==> src/rtl/multi_one_shot.sv <==
// Multi-channel one-shot: CH independent channels, each emits a PW-cycle pulse per activation.
// Optional per-channel debounce on the synchronised trigger when ONESHOT_DEBOUNCE_EN is defined.

module multi_one_shot_ch #(
    parameter int PW = 1,
    parameter int DB = 4
) (
    input  logic clk,
    input  logic rst,
    input  logic trig,
    input  logic pol,
    output logic s,
    output logic busy
);
    typedef enum logic [1:0] {IDLE = 2'd0, PULSE = 2'd1, HOLD = 2'd2} state_t;

    localparam int CW = $clog2(PW + 1);

    if (PW < 1 || DB < 2) begin : g_param_chk
        $error("multi_one_shot: need PW >= 1 and DB >= 2");
    end

    logic          sync1, sync2, lvl, a;
    state_t        state, state_n;
    logic [CW-1:0] cnt, cnt_n;
    logic          s_n, busy_n;

    // Reset loads the inactive level so a held trigger is not seen as already armed.
    always_ff @(posedge clk) begin
        if (rst) begin
            sync1 <= pol;
            sync2 <= pol;
        end else begin
            sync1 <= trig;
            sync2 <= sync1;
        end
    end

`ifdef ONESHOT_DEBOUNCE_EN
    localparam int DBW = $clog2(DB);
    logic           db;
    logic [DBW-1:0] dbc;

    always_ff @(posedge clk) begin
        if (rst) begin
            db  <= pol;
            dbc <= '0;
        end else if (sync2 != db) begin
            if (dbc == DBW'(DB - 1)) begin
                db  <= sync2;
                dbc <= '0;
            end else begin
                dbc <= dbc + DBW'(1);
            end
        end else begin
            dbc <= '0;
        end
    end

    assign lvl = db;
`else
    assign lvl = sync2;
`endif

    assign a = lvl ^ pol;

    always_ff @(posedge clk) begin
        if (rst) begin
            state <= IDLE;
            cnt   <= '0;
            s     <= 1'b0;
            busy  <= 1'b0;
        end else begin
            state <= state_n;
            cnt   <= cnt_n;
            s     <= s_n;
            busy  <= busy_n;
        end
    end

    always_comb begin
        state_n = state;
        cnt_n   = cnt;
        s_n     = s;
        busy_n  = busy;
        case (state)
            IDLE: begin
                s_n    = 1'b0;
                busy_n = 1'b0;
                if (a) begin
                    state_n = PULSE;
                    cnt_n   = CW'(PW - 1);
                    s_n     = 1'b1;
                    busy_n  = 1'b1;
                end
            end
            PULSE: begin
                s_n    = 1'b1;
                busy_n = 1'b1;
                if (cnt == '0) begin
                    state_n = HOLD;
                    s_n     = 1'b0;
                end else begin
                    cnt_n = cnt - CW'(1);
                end
            end
            HOLD: begin
                s_n    = 1'b0;
                busy_n = 1'b1;
                if (!a) begin
                    state_n = IDLE;
                    busy_n  = 1'b0;
                end
            end
            default: begin
                state_n = IDLE;
                cnt_n   = '0;
                s_n     = 1'b0;
                busy_n  = 1'b0;
            end
        endcase
    end
endmodule

module multi_one_shot #(
    parameter int CH = 4,
    parameter int PW = 1,
    parameter int DB = 4
) (
    input  logic          clk,
    input  logic          rst,
    input  logic [CH-1:0] trig_i,
    input  logic [CH-1:0] pol,
    output logic [CH-1:0] s,
    output logic [CH-1:0] busy
);
    for (genvar i = 0; i < CH; i++) begin : g_ch
        multi_one_shot_ch #(.PW(PW), .DB(DB)) u_ch (
            .clk  (clk),
            .rst  (rst),
            .trig (trig_i[i]),
            .pol  (pol[i]),
            .s    (s[i]),
            .busy (busy[i])
        );
    end
endmodule

==> config.mk <==
export PLATFORM = sky130hd
export DESIGN_NAME = multi_one_shot
export DESIGN_NICKNAME = d
export VERILOG_FILES = /design/src/rtl/multi_one_shot.sv
export SDC_FILE = /design/constraint.sdc
export NUM_CORES = 1
export LEC_CHECK = 0
export BUFFER_PORTS_ARGS = -buffer_cell sky130_fd_sc_hd__buf_2
export CAP_MARGIN = 20
export CORE_MARGIN = 1
export CORE_UTILIZATION = 40
export DETAILED_ROUTE_END_ITERATION = 12
export PLACE_DENSITY = 0.65
export RECOVER_POWER = 50
export SLEW_MARGIN = 40
export SYNTH_ARGS = -nofsm -noshare
export SYNTH_HDL_FRONTEND = slang
export SYNTH_SLANG_ARGS = --single-unit
==> constraint.sdc <==
create_clock -name clk -period 2 [get_ports clk]
set_clock_uncertainty 0.2 [all_clocks]
set_input_delay 0.3 -clock clk [delete_from_list [all_inputs] [get_ports clk]]
set_output_delay 0.3 -clock clk [all_outputs]
set_load 0.03 [all_outputs]
# [Word level (Yosys, flattened, before mapping)]
# Index checks and enable logic that the tools add are counted.
[op_classes] n_reduce_logical=16 n_mux=52 n_eq_ne=20 add_sub_neg=4 n_bitwise=8
[ops] operator="two-way mux 1 bit" n=24
[ops] operator="two-way mux 2 bit" n=12
[ops] operator="one-hot mux 2 bit (3 select lines)" n=4
[ops] operator="inequality test 2 bit, second input constant" n=8
[ops] operator="one-hot mux 1 bit (2 select lines)" n=8
[ops] operator="one-hot mux 1 bit (3 select lines)" n=4
[ops] operator="AND reduction 3 bit" n=4
[ops] operator="== test 2 x 1 -> 1 bit, second input constant" n=4
[ops] operator="== test 2 bit, second input constant" n=4
[ops] operator="logical NOT 2 bit" n=4
[ops] operator="inequality test 2 x 1 -> 1 bit, second input constant" n=4
[ops] operator="AND reduction 2 bit" n=4
[ops] operator="OR reduction 2 bit" n=4
[ops] operator="NOT 1 bit" n=4
[ops] operator="subtractor 1 bit, second input constant" n=4
[ops] operator="bitwise XOR 1 bit" n=4
[totals] out_inout_bits=8 reg_bits=28 input_bits=10 elab_cells=124

# [Depth between registers and ports, before layout]
# Gate-level depths: netlist (run 1).
[logic_depth] ltp_word=3 depth_mapped=4 mapped_depth_nobuf=2

# [Hierarchy]
# From an unflattened synthesis (run 1), not the netlist that was laid out.
[hier_totals] cells_unflattened=80 area_unflattened_um2=830.8
[modules_own_cells] module="multi_one_shot_ch" area_per_inst_um2=207.7 n_inst=4 cells_each=20 seq_area_each_um2=120.1

# [Worst setup path before layout (run 1)]
# Ideal clock, no wire load.
[synth_timing] path_type="register -> register" start="register g_ch[0].u_ch.state[0]" end="register g_ch[0].u_ch.state[1]" t_arrival_ns=0.790 path_buffers=0 synth_period_minus_slack_ns=1.065 required_ns=1.725 setup_ns=0.075 slack_ns=0.935 stages_incl_launch_ff=3 cell_sequence="dfxtp_1 > or3b_1 > o22ai_1"
[synth_via] elab_chain_cells=3
[synth_lines] element="start, declared" line_no="24" source="state_t state, state_n;"
[synth_lines] element="start signal, assigned" line_no="74" source="state <= state_n;"
[synth_lines] element="== test 2 bit (tied with other cells)" line_no="86" source="case (state)"
[synth_lines] element="inequality test 2 bit (no line) / inequality test 2 x 1 -> 1 bit (equally long branches)"
[synth_lines] element="AND reduction 3 bit (no line)"
# Parallel ways exist; a longest one is shown, timed or not.
# A chain may end at the register's enable or synchronous reset.

==> results_dict.tcl, run 1 <==
set metrics [dict create \
    synth-seq-cells 24 \
    stdcell_area_sq_um 941 \
    post_cts_resized 0 \
    drc 0 \
    ys_types 13 \
    yosysWarnings 0 \
    synth_area_leaders "dfxtp_1, buf_4, nor4_1" \
    drv_cap 0 \
    final_antenna_net_count 0 \
    synth_area_sq_um 891 \
    via_count 600 \
    synth.top_cell.area_share_pct 53.9 \
    hold_class "input pin to flop" \
    num_rows 16 \
    cts_tree "yes" \
    yosysMostFrequentCell "dfxtp_1" \
    reg2regPathDepth 2 \
    avgRoutedWirePerCell_um 8.88 \
    fin_crit_ps 1450 \
    die_area_sq_um 2420 \
    antenna_found_initial 0 \
    final_layout_size_suffix_gt1_share_pct 19.0 \
    whs_path_depth 3 \
    cts_hold_buf 0 \
    synth_largest_area_cell "dfxtp_1" \
    grt_pass1_wl_um 1960 \
    root_buffer "clkbuf_4" \
    place_area_sq_um 920 \
    setup_viol 0 \
    p_total_uw 894 \
    avgViaCountPerCell 4.72 \
    wl_um 1130 \
    met3_wirelength_um 65 \
    numCtsBuffers 3 \
    dp_hpwl_um 781 \
    highest_layer "met4" \
    critical_path.max_fanout 32 \
    fillers 201 \
    hold_slack_ps 21.9 \
    avgSynthCellArea_sq_um 9.79 \
    num_antenna_cells 0 \
    slew_violations 0 \
    drtIter0Drc 8 \
    dr.pass1.iters 5 \
    relSlewSlack_pct 26.1 \
    worst_setup_path_end_kind "flop" \
    htreeDepth 1 \
    rsz0062_at_grt "no" \
    clk_pin_slew_ps 110 \
    path_class "input pin to flop" \
    async_flop_share_pct 0 \
    gp_congestion 0.653 \
    p_leak_uw 0.000421 \
    layout.area.seq_sq_um 480 \
    fin_nets 112 \
    core_area_sq_um 2020 \
    synth_ff_type "dfxtp_1" \
    hold_viol 0 \
    grt.total_usage_pct 10.7 \
    syn_to_final_growth_pct 5.62 \
    fin_tns_setup_ps 0 \
    crit_required_ps 1950 \
    synthTopCellsByCount "dfxtp_1, inv_1, buf_4, nor4_1, o21ai_0" \
    synth_fp_nets 101 \
    clk-insertion-delay-late_ps 300 \
    fmax_mhz 690 \
    gr-total-overflow 0 \
    outcome "finished, final reports clean" \
    die_y_um 49.2 \
    tightest_slew_ps 1110 \
    peakVddDrop_v 0.000367 \
    cp.arrival_ps 1400 \
    powerDensity_nw_per_um2 950 \
    placement.io_buffers 17 \
    syn_inst 91 \
    grt_max_degree 33 \
    grt_pass1_vias 475 \
    clock-sinks 24 \
    multi_input_area_sq_um 275 \
    post-cts-setup-buffers 0 \
    die_w_um 49.2 \
    clockBufferDepth 2 \
    cp-start-kind "input pin" \
    synth_edf_count 0 \
    io_pins 18 \
    yosysSeqAreaShare_pct 53.9 \
    wl_met2_um 486 \
    start_util_pct 44.1 \
    fin_crit_sh_pct 72.5 \
    m1WireLength_um 564 \
    final_util_pct 46.5 \
]
[cell families after synthesis]
group	after synthesis	synth area share [%]
flip-flops	24	53.9
buffers and inverters	23	15.2
AO/OA/AOI/OAI	20	12.9
AND/OR/NAND/NOR	20	14.0
XOR/XNOR	4	3.93
[worst paths after layout]
path | start | endpoint | slack [ps]
setup reg to reg | g_ch[1].u_ch.state[1] | g_ch[1].u_ch.state[1] | 840
hold / removal | trig_i[3] | g_ch[3].u_ch.sync1 | 20
hold reg to reg | g_ch[1].u_ch.sync1 | g_ch[1].u_ch.lvl | 240
setup / recovery | rst | g_ch[1].u_ch.state[1] | 550
[power by group]
group,internal (uW),switching [uW],leakage (uW),total (uW)
combinational,55.8,87.8,0.000207,144
clock,70.1,123,0.0000138,194
sequential,528,28.3,0.000200,556
total,654,240,0.000421,894
[layout by cell type, fill, tap and decap left out]
master | Yosys | layout
dfxtp_1 | 24 | 24
buf_2 | 0 | 16
inv_1 | 12 | 12
o21ai_0 | 8 | 8
nor4_1 | 8 | 8
nand2_1 | 4 | 4
xnor2_1 | 4 | 4
a21o_1 | 4 | 4
a21oi_1 | 4 | 4
nand2b_1 | 4 | 4
or3b_1 | 4 | 4
o22ai_1 | 4 | 4
clkbuf_4 | 0 | 3
clkbuf_1 | 0 | 1
[metal layers]
metal  up-vias  global-route usage (%)
met3         2                    2.80
met2        13                    14.4
met5         -                       0
met1       267                    14.6
met4         0                    7.35
li1        318                       -
[registers in the layout (all words and copies together), names as in the netlist]
signal           count
g_ch.u_ch.busy       4
g_ch.u_ch.s          4
g_ch.u_ch.state      8
g_ch.u_ch.sync1      4
g_ch.u_ch.lvl        4
[area by class of cell]
type	count	share of cell area, %
multi-input combinational	44	29.3
timing repair buffer	17	8.91
sequential	24	51.1
clock buffer	3	2.39
inverter	12	4.79
tap	27	3.59
[stage by stage]
stage               worst slack (ps)  instances
floorplan                        935         91
global placement                 676        124
detailed placement               629        124
CTS                              675        127
global route                     445        127
finish                           550        127
[critical path, stage by stage]
cell and delay, ps:
clkbuf_1 800, or3b_1 230, o22ai_1 70
No activity file was read; power rests on OpenSTA's default activity.
==> run 2, diff against run 1 <==
- clock period: 2 -> 1.45 ns (I/O delays scaled with it)
==> run 2 against run 1 <==
Against the previous run: die area unchanged; via count up 3.3%; design area up 8.4%; power up 40%; count of clock-buffer cells in the layout unchanged; non-clock buffer count up 9; sequential share of layout area down 3.9 points; largest power group unchanged; highest routed layer unchanged.
==> results_dict.tcl, run 2 (same netlist as run 1, synthesis figures left out) <==
set metrics [dict create \
    mostFrequentLayoutCells "dfxtp_1, inv_1" \
    cp_cell_sequence "dlygate4sd3_1 -> clkbuf_1 -> xnor2_1 -> a21oi_1" \
    die_y_um 49.2 \
    fin_crit_ps 1350 \
    io_pins 18 \
    path_class "input pin to flop" \
    hold_viol 0 \
    final_antenna_net_count 0 \
    largest_reg_flops 8 \
    drv_cap 0 \
    dp_hpwl_um 874 \
    avgRoutedWirePerCell_um 9.60 \
    num_rows 16 \
    seqPwrFrac_pct 61.5 \
    tightest_slew_ps 355 \
    cellInternalPower_uw 913 \
    hold_class "input pin to flop" \
    outcome "finished, final reports clean" \
    htreeDepth 1 \
    fin_tns_setup_ps 0 \
    p_switching_uw 338 \
    final_layout_size_suffix_gt1_share_pct 11.9 \
    top_register "g_ch.u_ch.state" \
    slew_violations 0 \
    setup_viol 0 \
    clock-sinks 24 \
    comb_power_share_pct 17.0 \
    min_from "rst" \
    peakVddDrop_v 0.000577 \
    clockBufferDepth 2 \
    start_util_pct 44.1 \
    avgViaCountPerCell 4.56 \
    core_area_sq_um 2020 \
    grt_max_degree 22 \
    fin_nets 121 \
    die_area_sq_um 2420 \
    num_antenna_cells 0 \
    gp_congestion 0.642 \
    max_stage_delay_ps 540 \
    syn_to_final_growth_pct 14.5 \
    powerDensity_nw_per_um2 1230 \
    p_clk_share_pct 21.4 \
    crit_path_top_delay_cell "dlygate4sd3_1" \
    rsz0062_at_grt "no" \
    fmax_mhz 739 \
    die_w_um 49.2 \
    r2r-start "g_ch[2].u_ch.state[1]" \
    fin_crit_sh_pct 93.4 \
    numCtsBuffers 3 \
    grt.total_usage_pct 12.9 \
    critical_path.max_fanout 4 \
    reg2reg_to "g_ch[2].u_ch.state[1]" \
    switching_share_pct 27.0 \
    clk-insertion-delay-late_ps 300 \
    drc 0 \
    clk_pin_slew_ps 120 \
    antenna_found_initial 0 \
    via_count 620 \
    gr-total-overflow 0 \
    relSlewSlack_pct 76.2 \
    stdcell_area_sq_um 1020 \
    cp.arrival_ps 1340 \
    final_common_cell "dfxtp_1" \
    hold_end "g_ch[1].u_ch.state[0]" \
    place_area_sq_um 927 \
    worst_setup_path_end_kind "flop" \
    whs_path_depth 2 \
    placement.io_buffers 17 \
    crit_required_ps 1440 \
    dr.pass1.iters 2 \
    cts_tree "yes" \
    r2r_slack_ps 260 \
    p_leak_uw 0.000436 \
    root_buffer "clkbuf_4" \
    path_buf_inv 2 \
    drtIter0Drc 2 \
    p_total_uw 1250 \
    path_delay_family "buffers and inverters" \
    grt_pass1_wl_um 2350 \
    wl_um 1310 \
    cp-start-kind "input pin" \
    post_cts_resized 0 \
    reg2regPathDepth 2 \
    grt_pass1_vias 590 \
]
run 2: cell types whose count changed in the layout (fill, tap and decap cells not counted):
cell,delta
buf_2,-9
buf_4,+1
clkbuf_2,+2
clkbuf_1,+7
dlygate4sd3_1,+8
run 2: worst reg2reg max path: stages (launching register included):
cell and delay, ps:
dfxtp_1 410, or3b_1 370, o22ai_1 140
run 2: power groups by stage:
stage | Sequential (uW) | Combinational, uW | Clock [uW]
floorplan | 776 | 191 | 0
finish | 770 | 213 | 268
CTS | 769 | 219 | 284
detailed placement | 785 | 202 | 0
global route | 780 | 236 | 321
global placement | 779 | 197 | 0
run 2: how the worst max path moves through the flow:
| stage | from | end | slack [ps] | depth (start not counted) |
|---|---|---|---|---|
| CTS | pol[1] | g_ch[1].u_ch.busy | 130 | 4 |
| floorplan | g_ch[0].u_ch.state[0] | g_ch[0].u_ch.state[1] | 390 | 2 |
| global placement | rst | g_ch[0].u_ch.state[1] | 280 | 3 |
| finish | pol[1] | g_ch[1].u_ch.busy | 100 | 4 |
| detailed placement | rst | g_ch[2].u_ch.state[1] | 210 | 3 |
| global route | pol[3] | g_ch[3].u_ch.state[1] | 40 | 4 |
run 2: repair_timing:
action,CTS,global route
buffers inserted,0,0
hold endpoints to repair,8,0
hold buffers,8,0
setup endpoints to repair,0,0
run 2: through the flow:
stage          instances  hold WS, ps  setup WS (ps)  utilization [%]
5_1_grt              136          135           40.5             50.4
3_3_place_gp         125          219            279             45.9
3_5_place_dp         125          232            205             45.9
6_report             136          137           96.1             50.4
4_1_cts              136          124            130             50.9
2_1_floorplan         91          143            385                -
run 2: metal layers:
| metal | track usage, % | routed length, um | vias up |
|---|---|---|---|
| met1 | 14.0 | 618 | 268 |
| met5 | 0 | 0 | - |
| met2 | 22.8 | 610 | 15 |
| li1 | - | - | 335 |
| met4 | 7.35 | 14 | 0 |
| met3 | 2.80 | 62 | 2 |
run 2: layout make-up:
cell class | instances | area (sq um)
Tap cell | 27 | 33.8
Multi-Input combinational cell | 44 | 275
Inverter | 12 | 45.0
Clock buffer | 3 | 22.5
Fill cell | 197 | 1000
Timing Repair Buffer | 26 | 163
Sequential cell | 24 | 480
